==> config.mk <==
export PLATFORM = sky130hd
export DESIGN_NAME = quad_knob_tracker_flat
export DESIGN_NICKNAME = d
export VERILOG_FILES = /design/src/rtl/quad_knob_tracker_pkg.sv /design/src/rtl/quad_knob_tracker_if.sv /design/src/rtl/quad_knob_tracker_enc_debounce_filter.sv /design/src/rtl/quad_knob_tracker.sv /design/src/flat_wrapper.sv
export SDC_FILE = /design/constraint.sdc
export NUM_CORES = 1
export LEC_CHECK = 0
export CORE_MARGIN = 1.5
export CORE_UTILIZATION = 40
export CTS_BUF_LIST = sky130_fd_sc_hd__clkbuf_4
export CTS_CLUSTER_SIZE = 24
export DETAILED_ROUTE_END_ITERATION = 16
export GPL_TIMING_DRIVEN = 0
export PLACE_DENSITY = 0.57
export SYNTH_ARGS = -nofsm -noshare
export SYNTH_HDL_FRONTEND = slang
export SYNTH_HIERARCHICAL = 1
export SYNTH_SLANG_ARGS = --single-unit
==> constraint.sdc <==
create_clock -name clk -period 3.2 [get_ports clk]
set_input_delay 0.64 -clock clk [delete_from_list [all_inputs] [get_ports clk]]
set_output_delay 0.64 -clock clk [all_outputs]
set_load 0.01 [all_outputs]
==> src/rtl/quad_knob_tracker_pkg.sv <==
// Shared definitions for the Pmod rotary encoder position tracker: phase codes,
// header pin indices and the position limits of the three MemCont inputs.
package quad_knob_tracker_pkg;

   // Phase codes equal the filtered {B,A} pair, listed in Gray order
   typedef enum logic [1:0] {
      P00 = 2'b00,
      P01 = 2'b01,
      P11 = 2'b11,
      P10 = 2'b10
   } phase_t;

   localparam int PIN_A   = 0;
   localparam int PIN_B   = 1;
   localparam int PIN_BTN = 2;
   localparam int PIN_SWT = 3;

   localparam int X_MAX_POS      = 159;
   localparam int Y_MAX_POS      = 119;
   localparam int COLOUR_MAX_POS = 255;

   function automatic phase_t phase_fwd(input phase_t p);
      case (p)
         P00:     return P01;
         P01:     return P11;
         P11:     return P10;
         default: return P00;
      endcase
   endfunction

   function automatic phase_t phase_rev(input phase_t p);
      case (p)
         P00:     return P10;
         P10:     return P11;
         P11:     return P01;
         default: return P00;
      endcase
   endfunction

endpackage

==> src/rtl/quad_knob_tracker_if.sv <==
// Encoder header pins in, tracked position and status pulses out.
interface quad_knob_tracker_if;
   logic [3:0] enc_pins;
   logic [7:0] pos;
   logic       step_pulse;
   logic       step_dir;
   logic       home_pulse;
   logic       seq_err;
   logic       swt_level;

   modport master (
      output enc_pins,
      input  pos, step_pulse, step_dir, home_pulse, seq_err, swt_level
   );

   modport slave (
      input  enc_pins,
      output pos, step_pulse, step_dir, home_pulse, seq_err, swt_level
   );
endinterface

==> src/rtl/quad_knob_tracker_enc_debounce_filter.sv <==
// One header pin: two-flop synchroniser followed by a debounce counter that
// accepts a new level only after it has been stable for DEBOUNCE_CYCLES cycles.
module enc_debounce_filter #(
   parameter int DEBOUNCE_CYCLES = 50000
) (
   input  logic clk,
   input  logic rst,
   input  logic pin,
   output logic level,
   output logic valid
);
   localparam int CW = (DEBOUNCE_CYCLES > 2) ? $clog2(DEBOUNCE_CYCLES) : 1;
   localparam logic [CW-1:0] CNT_LAST = CW'(DEBOUNCE_CYCLES - 1);

   logic          sync1_reg;
   logic          sync2_reg;
   logic [CW-1:0] cnt_reg;
   logic          level_reg;
   logic          first_reg;

   // Synchroniser keeps sampling through reset so the first filtered value is real
   always_ff @(posedge clk) begin
      sync1_reg <= pin;
      sync2_reg <= sync1_reg;
   end

   always_ff @(posedge clk) begin
      if (rst) begin
         cnt_reg   <= '0;
         level_reg <= 1'b0;
         first_reg <= 1'b1;
      end else if (first_reg) begin
         level_reg <= sync2_reg;
         first_reg <= 1'b0;
         cnt_reg   <= '0;
      end else if (sync2_reg != level_reg) begin
         if (cnt_reg == CNT_LAST) begin
            level_reg <= sync2_reg;
            cnt_reg   <= '0;
         end else begin
            cnt_reg <= cnt_reg + 1'b1;
         end
      end else begin
         cnt_reg <= '0;
      end
   end

   assign level = level_reg;
   assign valid = ~first_reg;
endmodule

==> src/rtl/quad_knob_tracker.sv <==
// Rotary encoder tracker: debounced quadrature decoding into a bounded 8-bit
// position with detent counting, button-home and switch-selected fast step.
module quad_knob_tracker
   import quad_knob_tracker_pkg::*;
#(
   parameter int MAX_POS         = X_MAX_POS,
   parameter int HOME_POS        = 0,
   parameter int WRAP            = 0,
   parameter int EDGES_PER_STEP  = 4,
   parameter int FAST_STEP       = 8,
   parameter int DEBOUNCE_CYCLES = 50000
) (
   input logic               clk,
   input logic               rst,
   quad_knob_tracker_if.slave enc_bus
);
   localparam logic signed [3:0] SUB_UP = 4'(EDGES_PER_STEP);
   localparam logic signed [3:0] SUB_DN = -SUB_UP;
   localparam logic [8:0]        MAX9   = 9'(MAX_POS);
   localparam logic [8:0]        MOD9   = 9'(MAX_POS + 1);
   localparam logic [8:0]        FAST9  = 9'(FAST_STEP);
   localparam logic [7:0]        HOME8  = 8'(HOME_POS);

   logic [3:0] filt;
   logic [3:0] filt_valid;

   generate
      for (genvar gi = 0; gi < 4; gi++) begin : g_pin
         enc_debounce_filter #(
            .DEBOUNCE_CYCLES(DEBOUNCE_CYCLES)
         ) u_filt (
            .clk   (clk),
            .rst   (rst),
            .pin   (enc_bus.enc_pins[gi]),
            .level (filt[gi]),
            .valid (filt_valid[gi])
         );
      end
   endgenerate

   phase_t code;
   logic   btn;
   logic   swt;
   logic   all_valid;

   assign code      = phase_t'({filt[PIN_B], filt[PIN_A]});
   assign btn       = filt[PIN_BTN];
   assign swt       = filt[PIN_SWT];
   assign all_valid = &filt_valid;

   phase_t            phase_reg, phase_next;
   logic signed [3:0] sub_reg, sub_next;
   logic              primed_reg, primed_next;
   logic              btn_prev_reg, btn_prev_next;
   logic              step_up_reg, step_up_next;
   logic              step_dn_reg, step_dn_next;
   logic              home_req_reg, home_req_next;
   logic              seq_err_reg, seq_err_next;
   logic              btn_rise;

   always_ff @(posedge clk) begin
      if (rst) begin
         phase_reg    <= P00;
         sub_reg      <= '0;
         primed_reg   <= 1'b0;
         btn_prev_reg <= 1'b0;
         step_up_reg  <= 1'b0;
         step_dn_reg  <= 1'b0;
         home_req_reg <= 1'b0;
         seq_err_reg  <= 1'b0;
      end else begin
         phase_reg    <= phase_next;
         sub_reg      <= sub_next;
         primed_reg   <= primed_next;
         btn_prev_reg <= btn_prev_next;
         step_up_reg  <= step_up_next;
         step_dn_reg  <= step_dn_next;
         home_req_reg <= home_req_next;
         seq_err_reg  <= seq_err_next;
      end
   end

   always_comb begin
      phase_next    = phase_reg;
      sub_next      = sub_reg;
      primed_next   = primed_reg;
      btn_prev_next = btn_prev_reg;
      step_up_next  = 1'b0;
      step_dn_next  = 1'b0;
      home_req_next = 1'b0;
      seq_err_next  = 1'b0;
      btn_rise      = 1'b0;
      if (!primed_reg) begin
         // First valid sample only establishes the phase and button history
         if (all_valid) begin
            phase_next    = code;
            primed_next   = 1'b1;
            btn_prev_next = btn;
         end
      end else begin
         btn_prev_next = btn;
         btn_rise      = btn & ~btn_prev_reg;
         if (code != phase_reg) begin
            phase_next = code;
            if (code == phase_fwd(phase_reg)) begin
               sub_next = sub_reg + 4'sd1;
            end else if (code == phase_rev(phase_reg)) begin
               sub_next = sub_reg - 4'sd1;
            end else begin
               sub_next     = '0;
               seq_err_next = 1'b1;
            end
         end
         if (sub_next == SUB_UP) begin
            step_up_next = 1'b1;
            sub_next     = '0;
         end else if (sub_next == SUB_DN) begin
            step_dn_next = 1'b1;
            sub_next     = '0;
         end
         // Home beats a coincident step; sub is already cleared by the step
         if (btn_rise) begin
            home_req_next = 1'b1;
            step_up_next  = 1'b0;
            step_dn_next  = 1'b0;
         end
      end
   end

   logic [7:0] pos_reg, pos_next;
   logic       dir_reg, dir_next;
   logic       step_pulse_reg, step_pulse_next;
   logic       home_pulse_reg, home_pulse_next;
   logic [8:0] pos9;
   logic [8:0] d9;
   logic [8:0] cand;

   always_ff @(posedge clk) begin
      if (rst) begin
         pos_reg        <= HOME8;
         dir_reg        <= 1'b0;
         step_pulse_reg <= 1'b0;
         home_pulse_reg <= 1'b0;
      end else begin
         pos_reg        <= pos_next;
         dir_reg        <= dir_next;
         step_pulse_reg <= step_pulse_next;
         home_pulse_reg <= home_pulse_next;
      end
   end

   always_comb begin
      pos9            = {1'b0, pos_reg};
      d9              = swt ? FAST9 : 9'd1;
      cand            = pos9;
      pos_next        = pos_reg;
      dir_next        = dir_reg;
      step_pulse_next = 1'b0;
      home_pulse_next = 1'b0;
      if (home_req_reg) begin
         pos_next        = HOME8;
         home_pulse_next = 1'b1;
      end else if (step_up_reg || step_dn_reg) begin
         if (step_up_reg) begin
            cand = pos9 + d9;
            if (cand > MAX9) begin
               cand = (WRAP != 0) ? (cand - MOD9) : MAX9;
            end
         end else if (pos9 < d9) begin
            cand = (WRAP != 0) ? (pos9 + MOD9 - d9) : 9'd0;
         end else begin
            cand = pos9 - d9;
         end
         dir_next        = step_up_reg;
         pos_next        = cand[7:0];
         step_pulse_next = (cand[7:0] != pos_reg);
      end
   end

   assign enc_bus.pos        = pos_reg;
   assign enc_bus.step_pulse = step_pulse_reg;
   assign enc_bus.step_dir   = dir_reg;
   assign enc_bus.home_pulse = home_pulse_reg;
   assign enc_bus.seq_err    = seq_err_reg;
   assign enc_bus.swt_level  = swt;
endmodule

==> src/flat_wrapper.sv <==
// flat-port wrapper written by rule: the top's interface ports become plain ports
module quad_knob_tracker_flat import quad_knob_tracker_pkg::*;
#(
   parameter int MAX_POS         = X_MAX_POS,
   parameter int HOME_POS        = 0,
   parameter int WRAP            = 0,
   parameter int EDGES_PER_STEP  = 4,
   parameter int FAST_STEP       = 8,
   parameter int DEBOUNCE_CYCLES = 50000
)
  (clk, rst, enc_bus_enc_pins, enc_bus_pos, enc_bus_step_pulse, enc_bus_step_dir, enc_bus_home_pulse, enc_bus_seq_err, enc_bus_swt_level);
  quad_knob_tracker_if enc_bus_i ();
  input logic clk;
  input logic rst;
  input wire logic [$bits(enc_bus_i.enc_pins)-1:0] enc_bus_enc_pins;
  output wire logic [$bits(enc_bus_i.pos)-1:0] enc_bus_pos;
  output wire logic [$bits(enc_bus_i.step_pulse)-1:0] enc_bus_step_pulse;
  output wire logic [$bits(enc_bus_i.step_dir)-1:0] enc_bus_step_dir;
  output wire logic [$bits(enc_bus_i.home_pulse)-1:0] enc_bus_home_pulse;
  output wire logic [$bits(enc_bus_i.seq_err)-1:0] enc_bus_seq_err;
  output wire logic [$bits(enc_bus_i.swt_level)-1:0] enc_bus_swt_level;
  assign enc_bus_i.enc_pins = enc_bus_enc_pins;
  assign enc_bus_pos = enc_bus_i.pos;
  assign enc_bus_step_pulse = enc_bus_i.step_pulse;
  assign enc_bus_step_dir = enc_bus_i.step_dir;
  assign enc_bus_home_pulse = enc_bus_i.home_pulse;
  assign enc_bus_seq_err = enc_bus_i.seq_err;
  assign enc_bus_swt_level = enc_bus_i.swt_level;
  quad_knob_tracker #(.MAX_POS(MAX_POS), .HOME_POS(HOME_POS), .WRAP(WRAP), .EDGES_PER_STEP(EDGES_PER_STEP), .FAST_STEP(FAST_STEP), .DEBOUNCE_CYCLES(DEBOUNCE_CYCLES)) u_core (.clk(clk), .rst(rst), .enc_bus(enc_bus_i));
endmodule
### Word level (Yosys, flattened, before mapping)

Index checks and enable logic that the tools add are counted.

* memories kept: 0
* latch bits: 0
* bits in registers: 100
* bits in writable memories: 0
* ROM bits: 0
* word-level logic and storage cells: 138

* reduce and logical (&&, ||, !) cells: 26
* bitwise logic cells: 10
* shift operators: 0
* divide/modulo/power cells: 0
* $add $sub $neg: 8
* multiply operators: 0
* magnitude comparators: 2
* eq/ne operators: 19
* multiplexer cells: 44

Operators by type and width (number)
* $add A16 B1 Y16 const B: 4
* $eq A16 B16 Y1 const B: 4
* $mux W8: 5
* $mux W4: 7
* $reduce_or A4 Y1: 6
* $mux W1: 22
* $mux W2: 8
* $reduce_bool A2 Y1: 8
* $pmux W2 S3: 2
* $reduce_and A2 Y1: 6
* $add A8 B4 Y9: 1
* $gt A9 B8 Y1 const B: 1
* $lt A8 B9 Y1: 1
* $not A1 Y1: 9
* $ne A8 B8 Y1: 1
* $sub A8 B8 Y8: 1
* $reduce_or A3 Y1: 2
* $add A4 B2 Y4 const B: 1
* $eq A2 B2 Y1: 2
* $eq A2 B2 Y1 const B: 2
* $eq A4 B3 Y1 const B: 1
* $eq A4 B4 Y1 const B: 1
* $ne A1 B1 Y1: 4
* $reduce_or A2 Y1: 2
* other kinds (8): 8

### Longest topological paths before layout

* word-level depth: 16
* depth in mapped cells: 9
* gate-level depth less buffers: 9

### By module

Netlist, hierarchy kept.

Modules (own cells, without submodules)
* enc_debounce_filter: seq. area each 400.4 um^2, area each 854.6 um^2, instances 4, cells an instance 86
* quad_knob_tracker: seq. area each 460.4 um^2, area each 1856.8 um^2, instances 1, cells an instance 234

### Worst setup path before layout

OpenSTA, ideal clock, no wires.

* kind: register to register
* start point: register u_core.g_pin[3].u_filt.level_reg
* end point: register u_core.step_pulse_reg, in the netlist u_core/enc_bus.step_pulse
* data required time: 3114 ps
* cell stages (with the launch flop): 10
* arrival time: 2540 ps
* setup time: 86 ps
* path slack: 574 ps
* path through: dfxtp_1 > inv_1 > ha_1 > ha_1 > or2b_1 > a2111oi_4 > mux2_2 > o32ai_1 > a2111oi_2 > a211oi_1

* word-level cells in the longest chain between the ends: 8
* elaborated cells between the ends (all ways): 11
* classes of those cells: add/sub (2); order compare (2); eq/ne (1); mux (6)

Ends and longest elaborated chain
* start: declaration: line quad_knob_tracker_enc_debounce_filter.sv:18 `logic level_reg;`
* start signal: assignment: line quad_knob_tracker_enc_debounce_filter.sv:33 `level_reg <= sync2_reg;`
* start signal: assignment: line quad_knob_tracker_enc_debounce_filter.sv:38 `level_reg <= sync2_reg;`
* $mux W4 (*): line quad_knob_tracker.sv:154 `d9 = swt ? FAST9 : 9'd1;`
* $add A8 B4 Y9: line quad_knob_tracker.sv:165 `cand = pos9 + d9;`
* $gt A9 B8 Y1: line quad_knob_tracker.sv:166 `if (cand > MAX9) begin`
* $mux W8: line quad_knob_tracker.sv:166
* $mux W8 (*): line quad_knob_tracker.sv:164 `if (step_up_reg) begin`
* $mux W8 (*): line quad_knob_tracker.sv:163 `end else if (step_up_reg || step_dn_reg) begin`
* $mux W8 (*): line quad_knob_tracker.sv:160 `if (home_req_reg) begin`
* $ne A8 B8 Y1 (*): line quad_knob_tracker.sv:176 `step_pulse_next = (cand[7:0] != pos_reg);`
* end signal: assignment: line quad_knob_tracker.sv:147 `step_pulse_reg <= step_pulse_next;`
* end: declaration: line quad_knob_tracker.sv:132 `logic step_pulse_reg, step_pulse_next;`

Mark *: on every way between the ends. The rest lies on a longest branch, timed or not. The select of a mux whose other input is x is not followed.
A chain may end at the register's enable or synchronous reset.

### Worst setup path after layout

Ends and elaborated chain as after synthesis.

==> impl_metrics.csv <==
group,metric,value,unit
placement,gp_weighted_congestion,0.890,
timing,fin_worst_skew,0.0140,ns
setup_path,timing_worst_setup_path_type,"register to register",
drt,detail_route.iter0.violations,194,
clock_tree,tritoncts,"built",
floorplanning,starting_density,41.5,%
setup_path,number_of_cells_on_the_worst_reg_to_reg_path,8,
pwr,vdd_ir_drop_max,216,uV
drt,final_antenna_net_count,0,
timing,slew_of_the_pin_with_the_lowest_slew_margin,0.676,ns
logic_synthesis,ys_seq_area_share,39.1,%
floorplanning,dieWidth,118,um
pwr,combinationalPowerShare,6.9,%
final_layout,finalNonFillerCells,784,
setup_path,crit-reg2reg-launch,"u_core/g_pin[3].u_filt/level$_SDFFE_PP0P_",
logic_synthesis,synth_area_per_cell,9.13,um^2
timing,setup_repair_after_global_routing_missed_its_margin,"false",
clock_tree,ctsHoldBuffers,0,
placement,place_hpwl,7900,um
setup_path,critPathSlowestCell,"sky130_fd_sc_hd__a221oi_4",
logic_synthesis,synth-main-ff-cell,"sky130_fd_sc_hd__dfxtp_1",
drt,wire_per_inst,14.2,um
logic_synthesis,postSynthNetCount,596,
global_route,pin_count_of_the_biggest_net_entering_global_routing,16,
clock_tree,cts_root_buf,"sky130_fd_sc_hd__clkbuf_4",
pwr,netSwitchingPower,0.000516,W
setup_path,end_kind,"register",
logic_synthesis,synthArstFlopShare,0,%
final_layout,proportion_of_layout_cells_with_a_drive_suffix_above_1,9.64,%
drt,drtPass1Iterations,5,
logic_synthesis,netlist-cell-type-count,68,
setup_path,timing.critical_path.required,3.53,ns
final_layout,nNetsFinal,627,
drt,drt-vias-per-instance,5.49,
pwr,share_clk_of_total_power,33.2,%
setup_path,critPathLaunchType,"register",
global_route,globalRouteOverflowTotal,0,
job,cap_viol_max_count,0,
drt,drt_drc_violations_left,0,
placement,place_inst,768,
clock_tree,clk-insertion-delay-late,0.46,ns
drt,vias,4303,
worst_hold_path,hold_path.class,"register to register",
timing,setup_viol,0,
setup_path,critPathMaxStageDelay,0.47,ns
global_route,antenna_violations_before_repair,0,
clock_tree,clk_pin_slew_worst_paths,0.14,ns
timing,timing.setup.tns,0,ns
timing,finalCriticalPeriod,2.99,ns
logic_synthesis,synth_top_cells_by_area,"sky130_fd_sc_hd__dfxtp_1 (39%), sky130_fd_sc_hd__xnor2_1 (8.6%), sky130_fd_sc_hd__nor2_1 (6.4%)",
global_route,first_global_vias,4188,
timing,period_share,93.5,%
logic_synthesis,number_of_enable_flip_flop_cells_after_synthesis,0,
pwr,power_density,376,nW/um^2
final_layout,total_inserted_antenna_cells,0,
setup_path,critPathCapture,"u_core/enc_bus.step_pulse$_SDFF_PP0_",
setup_path,path_max_fanout,8,
clock_tree,clock_sinks,103,
worst_hold_path,hold_path_startpoint,"u_core/g_pin[1].u_filt/sync1_reg$_DFF_P_",
final_layout,largest_register_ff_count,64,
floorplanning,die_height,118,um
timing,finalHoldViolations,0,
floorplanning,placementRows,41,
logic_synthesis,synth-seq-cells,103,
pwr,cellLeakagePower,1.94,nW
setup_path,crit_chain,"inv_1 > ha_1 > nand4b_1 > o31a_1 > a221oi_4 > o221ai_1 > a2111oi_2 > a211oi_1",
logic_synthesis,postSynthCellCount,578,
final_layout,ff_latch_area,2060,um^2
setup_path,regToRegEndpoint,"u_core/enc_bus.step_pulse$_SDFF_PP0_",
logic_synthesis,synth_warnings,6,
final_layout,area_occupied_by_multi_input_gates,3040,um^2
pwr,sw_frac_of_total,23.4,%
run_status,run_status,"completed",
setup_path,critical_path.startpoint,"u_core/g_pin[3].u_filt/level$_SDFFE_PP0P_",
floorplanning,boundary_pins,19,
timing,maxSlewViolCount,0,
drt,drt_wl_total,11200,um
logic_synthesis,synth_top_cell_by_area,"sky130_fd_sc_hd__dfxtp_1",
global_route,gr-usage-all-layers,16.9,%
final_layout,synthToLayoutAreaGrowth,10.9,%
pwr,cellInternalPower,0.00169,W
clock_tree,maximum_level_of_the_cts_h_tree,3,
floorplanning,design.core.area,12700,um^2
floorplanning,total_die_area,13900,um^2
global_route,first_pass_grt_wire_length,19500,um
timing,worst_slew_margin_rel,54.3,%
logic_synthesis,netlist_area,5280,um^2
placement,port-buffer-count,18,
clock_tree,cts_max_path_buffers,2,
logic_synthesis,yosys.area.top_type_share,39.1,%
final_layout,n_fill_cell,1282,
timing,fmaxAchievable,334,MHz
clock_tree,cts_buf_count,9,
setup_path,critPathArrivalTime,3.33,ns
setup_path,setup.reg_to_reg.worst_slack,0.21,ns
pwr,share_seq_of_total_power,59.9,%
==> placed cells by master, fill, tap and decap left out, types with 5 or more instances in the layout <==
cell,instances
sky130_fd_sc_hd__nand3_1,25
sky130_fd_sc_hd__clkbuf_4,10
sky130_fd_sc_hd__nor4bb_1,8
sky130_fd_sc_hd__clkbuf_1,11
sky130_fd_sc_hd__clkdlybuf4s50_1,18
sky130_fd_sc_hd__nor4_1,6
sky130_fd_sc_hd__nor2_1,90
sky130_fd_sc_hd__nor4b_1,6
sky130_fd_sc_hd__o21ai_0,7
sky130_fd_sc_hd__nand4_1,12
sky130_fd_sc_hd__inv_1,23
sky130_fd_sc_hd__buf_6,5
sky130_fd_sc_hd__ha_1,12
sky130_fd_sc_hd__nand2b_1,6
sky130_fd_sc_hd__nor3_1,22
sky130_fd_sc_hd__xnor2_1,52
sky130_fd_sc_hd__mux2i_1,7
sky130_fd_sc_hd__a211oi_1,6
sky130_fd_sc_hd__a311oi_1,6
sky130_fd_sc_hd__xor2_1,18
sky130_fd_sc_hd__nor4_2,13
sky130_fd_sc_hd__dfxtp_1,103
sky130_fd_sc_hd__and3_1,16
sky130_fd_sc_hd__a21oi_1,13
sky130_fd_sc_hd__nand2_1,32
==> stage by stage <==
stage	hold slack [ns]	setup slack [ns]	utilization [%]	instance area [um^2]	power [W]
floorplan	0.310	0.574	-	5280	0.00145
finish	0.345	0.208	46.0	5850	0.00220
global placement	0.313	0.126	44.6	5670	0.00149
global route	0.359	0.0288	46.0	5850	0.00231
detailed placement	0.319	0.142	44.6	5670	0.00149
CTS	0.349	0.0964	45.7	5820	0.00224
==> logic make-up after synthesis <==
| logic type | synth area share [%] |
|---|---|
| AND/OR/NAND/NOR | 29.3 |
| AO/OA/AOI/OAI | 11.8 |
| multiplexers | 1.76 |
| buffers and inverters | 3.65 |
| flip-flops | 39.1 |
| XOR/XNOR | 11.6 |
| adder cells (fa/ha/maj) | 2.85 |
==> per-layer routing <==
layer / global-route usage, % / share of wire, % / up-vias
met2: 26.9 / 46 / 107
met4: 8.08 / 2.1 / 0
met5: 0 / 0 / -
li1: - / - / 2139
met1: 22.4 / 47 / 2034
met3: 2.62 / 4.3 / 23
==> critical path, delay by kind of cell, from the launching register on <==
kind,cells,cell delay [ns]
adders and majority gates,1,0.39
buffers and inverters,1,0.12
and+or+nand+nor,1,0.38
AOI/OAI and AO/OA,5,1.55
DFF,1,0.45
==> cell usage after synthesis, types with 2 or more instances <==
library cell / instances
sky130_fd_sc_hd__mux2_2: 2
sky130_fd_sc_hd__a221oi_1: 4
sky130_fd_sc_hd__nor2_1: 90
sky130_fd_sc_hd__a211oi_1: 6
sky130_fd_sc_hd__o211a_1: 2
sky130_fd_sc_hd__nand4_4: 4
sky130_fd_sc_hd__and2_1: 2
sky130_fd_sc_hd__a221o_1: 2
sky130_fd_sc_hd__a311oi_1: 6
sky130_fd_sc_hd__inv_1: 23
sky130_fd_sc_hd__a21oi_1: 13
sky130_fd_sc_hd__nand2_1: 32
sky130_fd_sc_hd__xnor2_1: 52
sky130_fd_sc_hd__buf_6: 5
sky130_fd_sc_hd__nand3b_1: 2
sky130_fd_sc_hd__nor4_1: 7
sky130_fd_sc_hd__a41oi_2: 4
sky130_fd_sc_hd__nand4b_1: 3
sky130_fd_sc_hd__nand2b_1: 6
sky130_fd_sc_hd__and4_1: 4
sky130_fd_sc_hd__and3_1: 16
sky130_fd_sc_hd__nor4_2: 12
sky130_fd_sc_hd__o311a_1: 2
sky130_fd_sc_hd__dfxtp_1: 103
sky130_fd_sc_hd__clkbuf_1: 11
sky130_fd_sc_hd__or4_1: 2
sky130_fd_sc_hd__nor4b_1: 6
sky130_fd_sc_hd__nor4bb_1: 8
sky130_fd_sc_hd__ha_1: 12
sky130_fd_sc_hd__nand2_2: 4
sky130_fd_sc_hd__mux2i_1: 7
sky130_fd_sc_hd__o21ai_0: 7
sky130_fd_sc_hd__o211ai_1: 3
sky130_fd_sc_hd__nor2b_1: 4
sky130_fd_sc_hd__nand3_1: 25
sky130_fd_sc_hd__o221ai_1: 3
sky130_fd_sc_hd__nor3_1: 22
sky130_fd_sc_hd__nand4_1: 12
sky130_fd_sc_hd__o221a_2: 3
sky130_fd_sc_hd__or2_2: 2
sky130_fd_sc_hd__xor2_1: 18
==> power by group through the flow <==
stage	Combinational (W)	Clock, W	Sequential, W
after floorplan	0.000109	0	0.00134
after global placement	0.000147	0	0.00135
after detailed placement	0.000148	0	0.00135
after CTS	0.000149	0.000773	0.00132
after global routing	0.000168	0.000822	0.00132
final	0.000152	0.000731	0.00132
==> worst min path at each step <==
stage	to	slack, ns	depth (start not counted)
4_1_cts	u_core/g_pin[1].u_filt/sync2_reg$_DFF_P_	0.35	0
6_report	u_core/g_pin[1].u_filt/sync2_reg$_DFF_P_	0.35	0
2_1_floorplan	u_core/g_pin[0].u_filt/sync2_reg$_DFF_P_	0.31	0
3_5_place_dp	u_core/g_pin[1].u_filt/sync2_reg$_DFF_P_	0.32	0
3_3_place_gp	u_core/g_pin[0].u_filt/sync2_reg$_DFF_P_	0.31	0
5_1_grt	u_core/g_pin[0].u_filt/sync2_reg$_DFF_P_	0.36	0
==> final cells by class <==
type	count	share of cell area, %
Buffer	18	1.82
Clock buffer	10	1.28
Clock inverter	4	1.24
Inverter	23	1.48
Multi-Input combinational cell	434	51.9
Sequential cell	103	35.2
Tap cell	172	3.68
Timing Repair Buffer	20	3.34
==> timing repair <==
item	in CTS	in global routing
setup endpoints to repair	0	1
hold endpoints to repair	0	0
gates resized for setup	0	2
buffers inserted	0	2
Power figures use the tool's default switching activity.
